===== config.mk =====
export PLATFORM = sky130hd
export DESIGN_NAME = bf_stream_sequencer
export DESIGN_NICKNAME = d
export VERILOG_FILES = /design/src/rtl/bf_stream_sequencer.sv
export SDC_FILE = /design/constraint.sdc
export NUM_CORES = 1
export LEC_CHECK = 0
export CAP_MARGIN = 20
export CELL_PAD_IN_SITES_DETAIL_PLACEMENT = 0
export CELL_PAD_IN_SITES_GLOBAL_PLACEMENT = 1
export CORE_AREA = 2 2 233 235
export DETAILED_ROUTE_END_ITERATION = 10
export DIE_AREA = 0 0 235 237
export GPL_TIMING_DRIVEN = 0
export PLACE_DENSITY_LB_ADDON = 0.1
export SYNTH_ARGS = -nofsm -noshare
export SYNTH_HDL_FRONTEND = slang
export SYNTH_SLANG_ARGS = --single-unit

===== constraint.sdc =====
create_clock -name clk -period 5.2 [get_ports clk]
set_input_delay 1.04 -clock clk [delete_from_list [all_inputs] [get_ports clk]]
set_output_delay 1.04 -clock clk [all_outputs]
set_load 0.01 [all_outputs]

===== src/rtl/bf_stream_sequencer.sv =====
// Host-side sequencer for the Bellman-Ford compute block: packs a serial word stream into
// a_bus, steps the block through one run, then streams d_bus back out. Optional: BF_RESTART_EN.
module bf_stream_sequencer #(
    parameter int N          = 8,
    parameter int W          = 32,
    parameter int RUN_CYCLES = 16
) (
    input  logic           clk,
    input  logic           rst_global,
    input  logic           in_valid,
    input  logic [W-1:0]   in_data,
    output logic           in_ready,
    output logic [N*W-1:0] a_bus,
    output logic           read_enable_global,
    output logic           rollover_phase_counter,
    output logic           phase_counter,
    output logic [1:0]     step_counter,
    input  logic [N*W-1:0] d_bus,
`ifdef BF_RESTART_EN
    input  logic           restart,
`endif
    output logic           out_valid,
    input  logic           out_ready,
    output logic [W-1:0]   out_data,
    output logic           out_last,
    output logic           busy
);
    localparam int WCW = $clog2(N);
    localparam int CCW = $clog2(RUN_CYCLES);

    typedef enum logic [2:0] {
        S_IDLE, S_LOAD, S_START, S_RUN, S_SETTLE, S_DRAIN
    } state_t;

    state_t           r_state, w_nxt;
    logic [N*W-1:0]   r_a, r_obuf;
    logic [WCW-1:0]   r_wcnt, r_ocnt;
    logic [CCW-1:0]   r_cyc;
    logic             r_start, r_phase;
    logic [1:0]       r_step;
    logic             w_in_fire, w_out_fire, w_restart;

    // Handshakes are gated by reset so nothing transfers in a reset cycle.
    assign in_ready   = !rst_global && (r_state == S_IDLE || r_state == S_LOAD);
    assign out_valid  = !rst_global && (r_state == S_DRAIN);
    assign w_in_fire  = in_valid && in_ready;
    assign w_out_fire = out_valid && out_ready;

    assign a_bus              = r_a;
    assign read_enable_global = (r_state == S_START);
    assign phase_counter      = r_phase;
    assign step_counter       = r_step;
    assign out_data           = r_obuf[W-1:0];
    assign out_last           = (r_state == S_DRAIN) && (r_ocnt == WCW'(N-1));
    assign busy               = (r_state != S_IDLE);

`ifdef BF_RESTART_EN
    logic r_roll;
    assign w_restart              = (r_state == S_RUN) && restart;
    assign rollover_phase_counter = r_roll;
    always_ff @(posedge clk) begin
        if (rst_global) r_roll <= 1'b0;
        else            r_roll <= w_restart;
    end
`else
    assign w_restart              = 1'b0;
    assign rollover_phase_counter = 1'b0;
`endif

    always_ff @(posedge clk) begin
        if (rst_global) r_state <= S_IDLE;
        else            r_state <= w_nxt;
    end

    always_comb begin
        w_nxt = r_state;
        case (r_state)
            S_IDLE:   if (w_in_fire) w_nxt = S_LOAD;
            S_LOAD:   if (w_in_fire && r_wcnt == WCW'(N-1)) w_nxt = S_START;
            S_START:  if (r_start) w_nxt = S_RUN;
            S_RUN:    if (!w_restart && r_cyc == CCW'(RUN_CYCLES-1)) w_nxt = S_SETTLE;
            S_SETTLE: w_nxt = S_DRAIN;
            S_DRAIN:  if (w_out_fire && r_ocnt == WCW'(N-1)) w_nxt = S_IDLE;
            default:  w_nxt = S_IDLE;
        endcase
    end

    always_ff @(posedge clk) begin
        if (rst_global) begin
            r_a     <= '0;
            r_obuf  <= '0;
            r_wcnt  <= '0;
            r_ocnt  <= '0;
            r_cyc   <= '0;
            r_start <= 1'b0;
            r_phase <= 1'b0;
            r_step  <= '0;
        end else begin
            if (r_state == S_IDLE && w_in_fire) begin
                r_a[W-1:0] <= in_data;
                r_wcnt     <= WCW'(1);
            end else if (r_state == S_LOAD && w_in_fire) begin
                r_a[int'(r_wcnt)*W +: W] <= in_data;
                r_wcnt                   <= r_wcnt + WCW'(1);
            end

            r_start <= (r_state == S_START) ? !r_start : 1'b0;

            // Run counters are zero outside RUN, so SETTLE and the first RUN cycle see 0.
            if (r_state == S_RUN && w_nxt == S_RUN && !w_restart) begin
                r_cyc   <= r_cyc + CCW'(1);
                r_phase <= !r_phase;
                if (r_phase) r_step <= r_step + 2'd1;
            end else begin
                r_cyc   <= '0;
                r_phase <= 1'b0;
                r_step  <= '0;
            end

            if (r_state == S_SETTLE) begin
                r_obuf <= d_bus;
            end else if (w_out_fire) begin
                r_obuf <= {{W{1'b0}}, r_obuf[N*W-1:W]};
            end

            if (r_state != S_DRAIN)  r_ocnt <= '0;
            else if (w_out_fire)     r_ocnt <= r_ocnt + WCW'(1);
        end
    end
endmodule

# Word level (Yosys, flattened, before mapping)
# Cells that the tools add are included.
dict set report word_totals {
  ff_bits 529
  out_inout_bits 297
  elab_cells 67
}
dict set report op_classes {
  addsub 5
  n_eq_ne 10
  n_shift 2
  muxes 13
  bitwise 3
  n_reduce_logical 23
}
# op n
set op_table {}
lappend op_table {{$mux 256} 2}
lappend op_table {{$bwmux 256} 1}
lappend op_table {{$shift 32x33->256 const A} 1}
lappend op_table {{$shiftx 32x33->256} 1}
lappend op_table {{$mux 32} 2}
lappend op_table {{$neg 8->33} 1}
lappend op_table {{$pmux 3 s6} 1}
lappend op_table {{$mux 3} 5}
lappend op_table {{$eq 3x3->1 const B} 4}
lappend op_table {{$logic_and 1x1->1} 10}
lappend op_table {{$eq 3x2->1 const B} 3}
lappend op_table {{$reduce_or 2->1} 4}
lappend op_table {{$add 3x1->3 const B} 2}
lappend op_table {{$add 4x1->4 const B} 1}
lappend op_table {{$eq 4x4->1 const B} 1}
lappend op_table {{$reduce_bool 2->1} 2}
lappend op_table {{$eq 3x1->1 const B} 1}
lappend op_table {{$logic_not 1->1} 3}
lappend op_table {{$logic_not 3->1} 1}
lappend op_table {{$ne 3x3->1 const B} 1}
lappend op_table {{$not 1->1} 3}
lappend op_table {{$reduce_bool 3->1} 1}
lappend op_table {{$add 2x1->2 const B} 1}
lappend op_table {{$mux 1} 2}
lappend op_table {{other kinds (2)} 2}

# Longest topological paths before layout
# Gate-level depths: netlist (run 1).
dict set report depth {
  ltp_word 11
  depth_mapped 11
  mapped_depth_nobuf 7
}

# Least setup slack after synthesis (run 1)
# OpenSTA, ideal clock, no wires.
dict set report synth_timing {
  path_type {input -> output}
  from {in rst_global}
  to {out in_ready}
  arrival_time_ns 1.839
  required_time_ns 4.160
  setup_slack_ns 2.321
  cell_stages 4
  n_path_buf 3
  cell_sequence {buf_4 > clkbuf_1 > clkbuf_1 > nor3_1}
}
dict set report synth_between {
  elab_chain_len 2
}
# item line
set synth_lines {}
lappend synth_lines {{start: declaration} 9} ;# input logic rst_global,
lappend synth_lines {{$logic_not 1->1} 44} ;# assign in_ready = !rst_global && (r_state == S_IDLE || r_state == S_LOAD);
lappend synth_lines {{$logic_and 1x1->1} 44}
lappend synth_lines {{end: declaration} 12} ;# output logic in_ready,
# No other way between the ends.

# Final worst setup path (run 1)
# Ends and elaborated chain as after synthesis.

==> Flow_metrics.wiki, run 1 <==
{| class="wikitable"
! Metric !! Value
|-
| Outcome || complete, no violations
|-
| Overall routing resource usage || 0.284
|-
| Proportion of synthesized area in mux cells || 0.0331
|-
| Slew Limit Headroom || 0.382
|-
| Worst clock skew || 0.0165 ns
|-
| Peak Freq || 218 MHz
|-
| Post-route design area || 0.0287 sq mm
|-
| CTS buffer count || 57
|-
| Unrepaired setup endpoints after global routing || no
|-
| Mean instance size in the synthesized netlist || 9.25 sq um
|-
| Total number of vias || 19,600
|-
| Register bit count reported by yosys || 529
|-
| Overflow after GRT || 0
|-
| Seq pwr share || 0.465
|-
| Number of DRC violations after detailed-routing iteration 0 || 2,139
|-
| Worst min-delay path class || flop to flop
|-
| Number of unique standard cell types used by synthesis || 53
|-
| Count of buffers inserted at the top-level ports || 586
|-
| Static leakage || 0.0101 uW
|-
| GR Layer Usage met1 || 0.392
|-
| Drt wl/cell || 23.3 microns
|-
| Via-per-instance ratio || 5.50
|-
| Combined flip-flop and latch cell area || 0.0106 sq mm
|-
| Kind of critical path || input pin to primary output
|-
| Required @ worst endpoint || 4.16 ns
|-
| Area share of xor/xnor cells in the synthesized design || 0.00220
|-
| Placer's final routability congestion estimate || 0.914
|-
| Worst ir drop on vdd || 0.225 mV
|-
| Fraction of layout instances using a drive strength above 1 || 0.0748
|-
| Sequential area share after synthesis || 0.531
|-
| Cell area after synthesis || 0.0199 sq mm
|-
| Share of synthesized cell area in and, or, nand and nor gates || 0.167
|-
| Top-level port count || 589
|-
| Insertion delay to the later sink of the worst-skew pair || 0.61 ns
|-
| Number of buffers added for setup after CTS || 0
|-
| Clock transition at path regs || 0.05 ns
|-
| TritonCTS clock tree || done
|-
| Internal power summed over all cells || 6790 uW
|-
| Floorplan row count || 85
|-
| Overall power consumption || 8770 uW
|-
| Chip height || 237 microns
|-
| Slack of the worst reg-to-reg path || 2.15 ns
|-
| Detailed placement HPWL || 66,000 microns
|-
| Measured slew at the worst slew-check pin || 0.919 ns
|-
| Syn_nets || 2,457
|-
| Sinks on the clock net || 529
|-
| Peak per-stage delay on the critical path || 0.60 ns
|-
| Worst setup SP type || input pin
|-
| Number of H-tree levels || 2
|-
| ANT nets after route || 0
|-
| Synthesized-area fraction occupied by adder cells || 0.00565
|-
| Final number of setup-violating endpoints || 0
|-
| Met2 track utilization from global routing || 0.434
|-
| Kind of capture point of the worst setup path || primary output
|-
| Post-Route Hold Slack || 0.429 ns
|-
| Sum of buffers and inverters on the critical path || 5
|-
| Pre-CTS setup slack || 0.699 ns
|-
| Pin count of the biggest net entering global routing || 15
|-
| Cell count after synthesis || 2,156
|-
| Clk network pwr share || 0.477
|-
| CP max FO || 10
|-
| Number of nets in the finished design || 3,102
|-
| Setup WS post-layout || 0.621 ns
|-
| First-pass DRT Iterations || 10
|-
| Final min period || 4.58 ns
|-
| Yosys warning count || 0
|-
| Initial Utilization || 0.374
|-
| Cell type of the slowest stage on the worst timing path || sky130_fd_sc_hd__clkdlybuf4s50_1
|-
| Ys flop type || sky130_fd_sc_hd__dfxtp_1
|-
| Detailed Route WL || 83,000 microns
|-
| Remaining routing DRC violations || 0
|-
| Share of the clock period used by the worst path || 0.881
|-
| Global-route met3 utilization || 0.0711
|-
| Number of antenna violations at the first check in global routing || 25
|-
| Die area || 0.0557 sq mm
|-
| Cell class contributing the biggest share of worst-path delay || buffers and inverters
|-
| Series of cell instances along the critical path || clkdlybuf4s50_1 -> buf_4 -> clkbuf_1 -> clkbuf_1 -> nor3_1 -> clkdlybuf4s50_1
|-
| Number of hold buffers added after cts || 0
|-
| Number of gates resized after cts || 0
|-
| Core area || 0.0533 sq mm
|-
| Number of max-cap violations || 0
|-
| Post-DP Area || 0.0267 sq mm
|-
| First-pass GRT wire length || 121,000 microns
|-
| Vias in the first global route || 18,600
|-
| Multi-input gate area in the final layout || 0.00802 sq mm
|-
| Power per Cell Area || 306 mW/mm^2
|-
| Setup TNS || 0 ns
|-
| Compound-Gate Fraction of Synth Area || 0.194
|-
| Horizontal die dimension || 235 microns
|-
| Most crowded layer after global routing || met2
|-
| Root cell of the clock tree || sky130_fd_sc_hd__clkbuf_16
|-
| Max Transition Viols Final || 0
|-
| Combinational cell fraction of total power || 0.058
|-
| Proportion of total power due to net switching || 0.226
|-
| Largest family of logic cells by synthesized area || compound AO/OA/AOI/OAI gates
|-
| Power spent charging and discharging nets || 1980 uW
|-
| Count of final hold-check violations || 0
|-
| Number of fillers in the final layout || 4,939
|-
| Asr flop ratio synth || 0
|-
| Crit path arrival time || 3.54 ns
|-
| Max Buffers Root-to-Sink || 3
|-
| Growth of design area from synthesis to finish || 43.7%
|-
| Post-synth EDFFs || 0
|}
-- worst reg2reg max path: stages, from the launching register on --
cell and delay [ns]:
sky130_fd_sc_hd__dfxtp_1 0.37, sky130_fd_sc_hd__buf_2 0.22, sky130_fd_sc_hd__inv_2 0.05, sky130_fd_sc_hd__clkbuf_1 0.23
sky130_fd_sc_hd__ha_1 0.28, sky130_fd_sc_hd__ha_1 0.21, sky130_fd_sc_hd__clkbuf_1 0.23, sky130_fd_sc_hd__clkbuf_1 0.32
sky130_fd_sc_hd__nor2b_1 0.58, sky130_fd_sc_hd__and3_1 0.29, sky130_fd_sc_hd__nand2_1 0.07, sky130_fd_sc_hd__a21oi_1 0.14
-- logic make-up after synthesis --
family | after synthesis
xor gates and xnor gates | 5
other | 1
and+or+nand+nor | 760
AOI/OAI and AO/OA | 526
adders and majority gates | 9
muxes | 66
buffers and inverters | 260
DFF | 529
-- cells in the mapped netlist (all sizes together) (2+ instances only) --
cell type,number,share of area
nand2,251,0.047
mux2i,66,0.033
xnor2,3,0.0013
nor2,276,0.052
nor3,5,0.0018
o21ai,130,0.033
and4,2,0.00088
a21oi,131,0.033
nand4,5,0.0022
nor3b,2,0.0010
nor2b,29,0.0091
nand3,144,0.036
inv,6,0.0011
clkbuf,142,0.027
a22oi,32,0.012
buf,112,0.038
xor2,2,0.00088
a222oi,224,0.11
nand2b,3,0.00094
ha,9,0.0056
and2,2,0.00063
dfxtp,529,0.53
and3,31,0.0097
-- stage by stage --
stage,util,std cells
after CTS,0.537,3545
after global placement,0.501,3438
after global routing,0.537,3560
after floorplan,-,2156
after detailed placement,0.501,3438
final,0.538,3565
-- per-layer routing --
layer	vias up	routed length, microns
met5	-	111
met4	16	1810
met3	108	6710
met2	777	37100
met1	9500	37200
li1	9210	-
-- cell type report --
| cell class | count | share of cell area |
|---|---|---|
| inverters | 6 | 0.000786 |
| clock buffers | 83 | 0.0581 |
| diodes | 20 | 0.00175 |
| plain buffers | 254 | 0.0455 |
| flip-flops and latches | 529 | 0.370 |
| repair buffers | 586 | 0.205 |
| multi-input cells | 1367 | 0.280 |
| clock inverters | 24 | 0.00917 |
| well taps | 696 | 0.0304 |
-- state kept, by name, summed over array words and instances (netlist names) --
signal	cells
a_bus	256
r_cyc	4
r_ocnt	3
phase_counter	1
step_counter	2
r_state	3
r_wcnt	3
r_start	1
r_obuf	256
-- power by group through the flow --
stage | registers (uW) | clock network (uW) | logic [uW]
CTS | 4080 | 4250 | 506
finish | 4080 | 4190 | 510
detailed placement | 4170 | 0 | 504
global placement | 4160 | 0 | 502
global route | 4070 | 4410 | 537
floorplan | 4170 | 0 | 136
-- cells in the final DEF, fill, tap and decap left out, drive strengths merged, types with 8 or more instances in the layout --
cell type / synthesis / layout
a21oi: 131 / 131
a222oi: 224 / 224
a22oi: 32 / 32
and3: 31 / 31
buf: 112 / 112
clkbuf: 142 / 225
clkdlybuf4s50: 0 / 586
clkinv: 0 / 13
dfxtp: 529 / 529
diode: 0 / 20
ha: 9 / 9
inv: 6 / 8
mux2i: 66 / 66
nand2: 251 / 251
nand3: 144 / 144
nor2: 276 / 276
nor2b: 29 / 29
o21ai: 130 / 130
-- worst paths after layout --
path,start,endpoint,depth (start not counted)
setup / recovery,rst_global,in_ready,6
hold / removal,r_start,r_start,1
setup reg to reg,r_wcnt[0],a_bus[220],11
hold reg to reg,r_start,r_start,1
No activity file was read; power rests on OpenSTA's default activity.
==> run 2, diff against run 1 <==
--- a/config.mk
+++ b/config.mk
@@ -5,12 +5,13 @@
 export SDC_FILE = /design/constraint.sdc
 export NUM_CORES = 1
 export LEC_CHECK = 0
+export ABC_AREA = 1
 export CAP_MARGIN = 20
 export CELL_PAD_IN_SITES_DETAIL_PLACEMENT = 0
 export CELL_PAD_IN_SITES_GLOBAL_PLACEMENT = 1
-export CORE_AREA = 2 2 233 235
+export CORE_AREA = 2 2 253 255
 export DETAILED_ROUTE_END_ITERATION = 10
-export DIE_AREA = 0 0 235 237
+export DIE_AREA = 0 0 255 257
 export GPL_TIMING_DRIVEN = 0
 export PLACE_DENSITY_LB_ADDON = 0.1
 export SYNTH_ARGS = -nofsm -noshare
==> Flow_metrics.wiki, run 2 <==
{| class="wikitable"
! Metric !! Value
|-
| Growth of design area from synthesis to finish || 38.8% (was 43.7%)
|-
| Setup TNS || 0 ns (unchanged)
|-
| Number of hold buffers added after cts || 0 (unchanged)
|-
| Combinational cell fraction of total power || 0.073 (was 0.058)
|-
| Most frequently used cell type in the post-synthesis netlist || sky130_fd_sc_hd__nand2_1 (was sky130_fd_sc_hd__dfxtp_1)
|-
| Seq pwr share || 0.448 (was 0.465)
|-
| Final min period || 3.84 ns (was 4.58 ns)
|-
| Cell type of the slowest stage on the worst timing path || sky130_fd_sc_hd__clkbuf_1 (was sky130_fd_sc_hd__clkdlybuf4s50_1)
|-
| Worst min-delay path class || flop to flop (unchanged)
|-
| Count of final hold-check violations || 0 (unchanged)
|-
| Vias in the first global route || 23,100 (was 18,600)
|-
| Top-level port count || 589 (unchanged)
|-
| Root cell of the clock tree || sky130_fd_sc_hd__clkbuf_16 (unchanged)
|-
| Post-synth EDFFs || 0 (unchanged)
|-
| Most used cells in the layout excluding fill and tap cells || sky130_fd_sc_hd__nand2_1 (1,053), sky130_fd_sc_hd__clkdlybuf4s50_1 (585), sky130_fd_sc_hd__nor2_1 (555) (was sky130_fd_sc_hd__clkdlybuf4s50_1 (586), sky130_fd_sc_hd__dfxtp_1 (529), sky130_fd_sc_hd__nor2_1 (276))
|-
| Detailed placement HPWL || 76,900 microns (was 66,000 microns)
|-
| Measured slew at the worst slew-check pin || 0.938 ns (was 0.919 ns)
|-
| Share of the clock period used by the worst path || 0.738 (was 0.881)
|-
| Crit path arrival time || 2.80 ns (was 3.54 ns)
|-
| Post-synth top area cell || sky130_fd_sc_hd__dfxtp_1 (unchanged)
|-
| Number of antenna violations at the first check in global routing || 9 (was 25)
|-
| Number of gates resized after cts || 0 (unchanged)
|-
| Cell count after synthesis || 3,399 (was 2,156)
|-
| Count of non-filler cells in the finished layout || 4,942 (was 3,565)
|-
| Core area || 0.0627 sq mm (was 0.0533 sq mm)
|-
| Floorplan row count || 92 (was 85)
|-
| CTS buffer count || 60 (was 57)
|-
| Outcome || complete, no violations (unchanged)
|-
| Via-per-instance ratio || 4.87 (was 5.50)
|-
| Overall routing resource usage || 0.292 (was 0.284)
|-
| Peak per-stage delay on the critical path || 0.74 ns (was 0.60 ns)
|-
| Sinks on the clock net || 529 (unchanged)
|-
| Max Transition Viols Final || 0 (unchanged)
|-
| ANT nets after route || 0 (unchanged)
|-
| Worst clock skew || 0.0234 ns (was 0.0165 ns)
|-
| Top-area cell type share of the netlist area || 0.460 (was 0.531)
|-
| Detailed Route WL || 99,700 microns (was 83,000 microns)
|-
| Final number of setup-violating endpoints || 0 (unchanged)
|-
| Remaining routing DRC violations || 0 (unchanged)
|-
| Power spent charging and discharging nets || 2190 uW (was 1980 uW)
|-
| Yosys warning count || 0 (unchanged)
|-
| Pin count of the biggest net entering global routing || 17 (was 15)
|-
| Peak Freq || 261 MHz (was 218 MHz)
|-
| Proportion of total power due to net switching || 0.240 (was 0.226)
|-
| Number of DRC violations after detailed-routing iteration 0 || 1,536 (was 2,139)
|-
| Horizontal die dimension || 255 microns (was 235 microns)
|-
| Required @ worst endpoint || 4.16 ns (about the same)
|-
| Clk network pwr share || 0.478 (was 0.477)
|-
| Post-DP Area || 0.0299 sq mm (was 0.0267 sq mm)
|-
| Number of nets in the finished design || 4,347 (was 3,102)
|-
| Worst setup SP type || input pin (unchanged)
|-
| Cell area after synthesis || 0.0230 sq mm (was 0.0199 sq mm)
|-
| Number of max-cap violations || 0 (unchanged)
|-
| Power per Cell Area || 286 mW/mm^2 (was 306 mW/mm^2)
|-
| First-pass GRT wire length || 143,000 microns (was 121,000 microns)
|-
| Total number of vias || 24,100 (was 19,600)
|-
| Asr flop ratio synth || 0 (unchanged)
|-
| Ys flop type || sky130_fd_sc_hd__dfxtp_1 (unchanged)
|-
| DP Cell Count || 4,830 (was 3,438)
|-
| Post-synth top cells || sky130_fd_sc_hd__nand2_1 (1,053), sky130_fd_sc_hd__nor2_1 (555), sky130_fd_sc_hd__dfxtp_1 (529) (was sky130_fd_sc_hd__dfxtp_1 (529), sky130_fd_sc_hd__nor2_1 (276), sky130_fd_sc_hd__nand2_1 (251))
|-
| Worst reg-to-reg path cell count || 10 (was 11)
|-
| First-pass DRT Iterations || 5 (was 10)
|-
| Number of buffers added for setup after CTS || 0 (unchanged)
|-
| Die area || 0.0655 sq mm (was 0.0557 sq mm)
|-
| Largest cells by area after synthesis || sky130_fd_sc_hd__dfxtp_1 (46%), sky130_fd_sc_hd__nand2_1 (17%), sky130_fd_sc_hd__nor2_1 (9.1%), sky130_fd_sc_hd__nand3_1 (7.2%), sky130_fd_sc_hd__a21oi_1 (7.0%) (was sky130_fd_sc_hd__dfxtp_1 (53%), sky130_fd_sc_hd__a222oi_1 (11%), sky130_fd_sc_hd__nor2_1 (5.2%), sky130_fd_sc_hd__nand2_1 (4.7%), sky130_fd_sc_hd__nand3_1 (3.6%))
|-
| Fraction of layout instances using a drive strength above 1 || 0.0694 (was 0.0748)
|-
| Worst flop-to-flop path endpoint || a_bus[51] (was a_bus[220])
|-
| Max Buffers Root-to-Sink || 3 (unchanged)
|-
| Kind of critical path || input pin to primary output (unchanged)
|-
| TritonCTS clock tree || done (unchanged)
|-
| Count of buffers inserted at the top-level ports || 585 (was 586)
|-
| Series of cell instances along the critical path || buf_2 -> clkbuf_1 -> nor3_1 -> clkdlybuf4s50_1 (was clkdlybuf4s50_1 -> buf_4 -> clkbuf_1 -> clkbuf_1 -> nor3_1 -> clkdlybuf4s50_1)
|-
| Unrepaired setup endpoints after global routing || no (unchanged)
|-
| Post-route design area || 0.0319 sq mm (was 0.0287 sq mm)
|-
| Number of H-tree levels || 2 (unchanged)
|-
| Sequential area share after synthesis || 0.460 (was 0.531)
|-
| Slack of the worst reg-to-reg path || 2.43 ns (was 2.15 ns)
|-
| Number of cells on the worst hold path || 1 (unchanged)
|-
| Insertion delay to the later sink of the worst-skew pair || 0.64 ns (was 0.61 ns)
|-
| Post-Route Hold Slack || 0.416 ns (was 0.429 ns)
|-
| CP max FO || 10 (unchanged)
|-
| Static leakage || 0.0129 uW (was 0.0101 uW)
|-
| Initial Utilization || 0.367 (was 0.374)
|-
| R2R Path Start || r_wcnt[0] (unchanged)
|-
| Slew Limit Headroom || 0.374 (was 0.382)
|-
| Mean instance size in the synthesized netlist || 6.77 sq um (was 9.25 sq um)
|-
| Kind of capture point of the worst setup path || primary output (unchanged)
|-
| Commonest non-fill, non-tap cell in the layout || sky130_fd_sc_hd__nand2_1 (was sky130_fd_sc_hd__clkdlybuf4s50_1)
|-
| Worst ir drop on vdd || 0.245 mV (was 0.225 mV)
|-
| Syn_nets || 3,700 (was 2,457)
|-
| Number of unique standard cell types used by synthesis || 26 (was 53)
|-
| Drt wl/cell || 20.2 microns (was 23.3 microns)
|-
| Register bit count reported by yosys || 529 (unchanged)
|-
| Worst min-delay path startpoint || r_start (unchanged)
|-
| Overflow after GRT || 0 (unchanged)
|-
| Placer's final routability congestion estimate || 0.908 (was 0.914)
|-
| Clock transition at path regs || 0.06 ns (was 0.05 ns)
|-
| Sink of the worst hold path || r_start (unchanged)
|-
| Number of fillers in the final layout || 6,641 (was 4,939)
|-
| Chip height || 257 microns (was 237 microns)
|-
| Internal power summed over all cells || 6940 uW (was 6790 uW)
|}
==> run 2: cell count changes after synthesis, moves of 10 or more <==
cell,delta
sky130_fd_sc_hd__inv_1,+45
sky130_fd_sc_hd__mux2i_1,-66
sky130_fd_sc_hd__a21oi_1,+193
sky130_fd_sc_hd__nand2_1,+802
sky130_fd_sc_hd__and3_1,-31
sky130_fd_sc_hd__buf_2,+73
sky130_fd_sc_hd__a222oi_1,-224
sky130_fd_sc_hd__nor2b_1,-29
sky130_fd_sc_hd__nor3_1,+10
sky130_fd_sc_hd__clkbuf_1,-16
sky130_fd_sc_hd__a22oi_1,-32
sky130_fd_sc_hd__nor2_1,+279
sky130_fd_sc_hd__nand3_1,+190
sky130_fd_sc_hd__o21ai_0,+70
==> run 2: final cells by class <==
class / count / area (sq um) / share of cell area
multi-input combinational: 2513 / 10700 / 0.335
sequential: 529 / 10600 / 0.332
inverter: 58 / 218 / 0.00682
clock buffer: 89 / 1750 / 0.0548
antenna: 3 / 7.51 / 0.000235
timing repair buffer: 585 / 5860 / 0.183
tap: 846 / 1060 / 0.0331
clock inverter: 20 / 258 / 0.00807
buffer: 299 / 1510 / 0.0474
==> run 2: logic make-up (layout without fill, tap and decap cells) <==
| family | after synthesis | in the layout | share of synthesized area |
|---|---|---|---|
| DFF | 529 | 529 | 0.460 |
| and+or+nand+nor | 1970 | 1970 | 0.343 |
| adders and majority gates | 9 | 9 | 0.00489 |
| buffers and inverters | 357 | 1051 | 0.0753 |
| other | 1 | 4 | 0.000163 |
| AOI/OAI and AO/OA | 530 | 530 | 0.115 |
| xor gates and xnor gates | 3 | 3 | 0.00114 |
==> run 2: through the flow <==
step           worst slack, ns  power (uW)   util
6_report                  1.36        9130  0.509
5_1_grt                   1.26        9390  0.509
4_1_cts                   1.27        9180  0.509
3_5_place_dp              1.27        4840  0.477
3_3_place_gp              1.33        4850  0.477
2_1_floorplan             2.52        4400      -
==> run 2: worst max path at each step <==
stage | startpoint | endpoint | slack (ns) | depth (start not counted)
final | rst_global | in_ready | 1.36 | 4
after global routing | rst_global | in_ready | 1.26 | 4
after CTS | rst_global | in_ready | 1.27 | 4
after detailed placement | rst_global | in_ready | 1.27 | 4
after global placement | rst_global | in_ready | 1.33 | 4
after floorplan | rst_global | in_ready | 2.52 | 3
==> run 2: per-layer routing <==
metal / track usage / vias up / wire length (microns)
met5: 0 / - / 80
met4: 0.0824 / 12 / 2840
met3: 0.0621 / 148 / 7080
met2: 0.480 / 736 / 45900
met1: 0.383 / 11000 / 43700
li1: - / 12200 / -
==> run 2: power groups by stage <==
stage / Combinational, uW / Clock, uW / Sequential [uW]
final: 670 / 4370 / 4090
after floorplan: 212 / 0 / 4190
after global routing: 709 / 4590 / 4090
after CTS: 667 / 4430 / 4090
after detailed placement: 664 / 0 / 4180
after global placement: 667 / 0 / 4180
==> run 2: critical path, delay by kind of cell <==
kind,cells,cell delay (ns)
buf+inv,3,1.59
simple gates,1,0.15
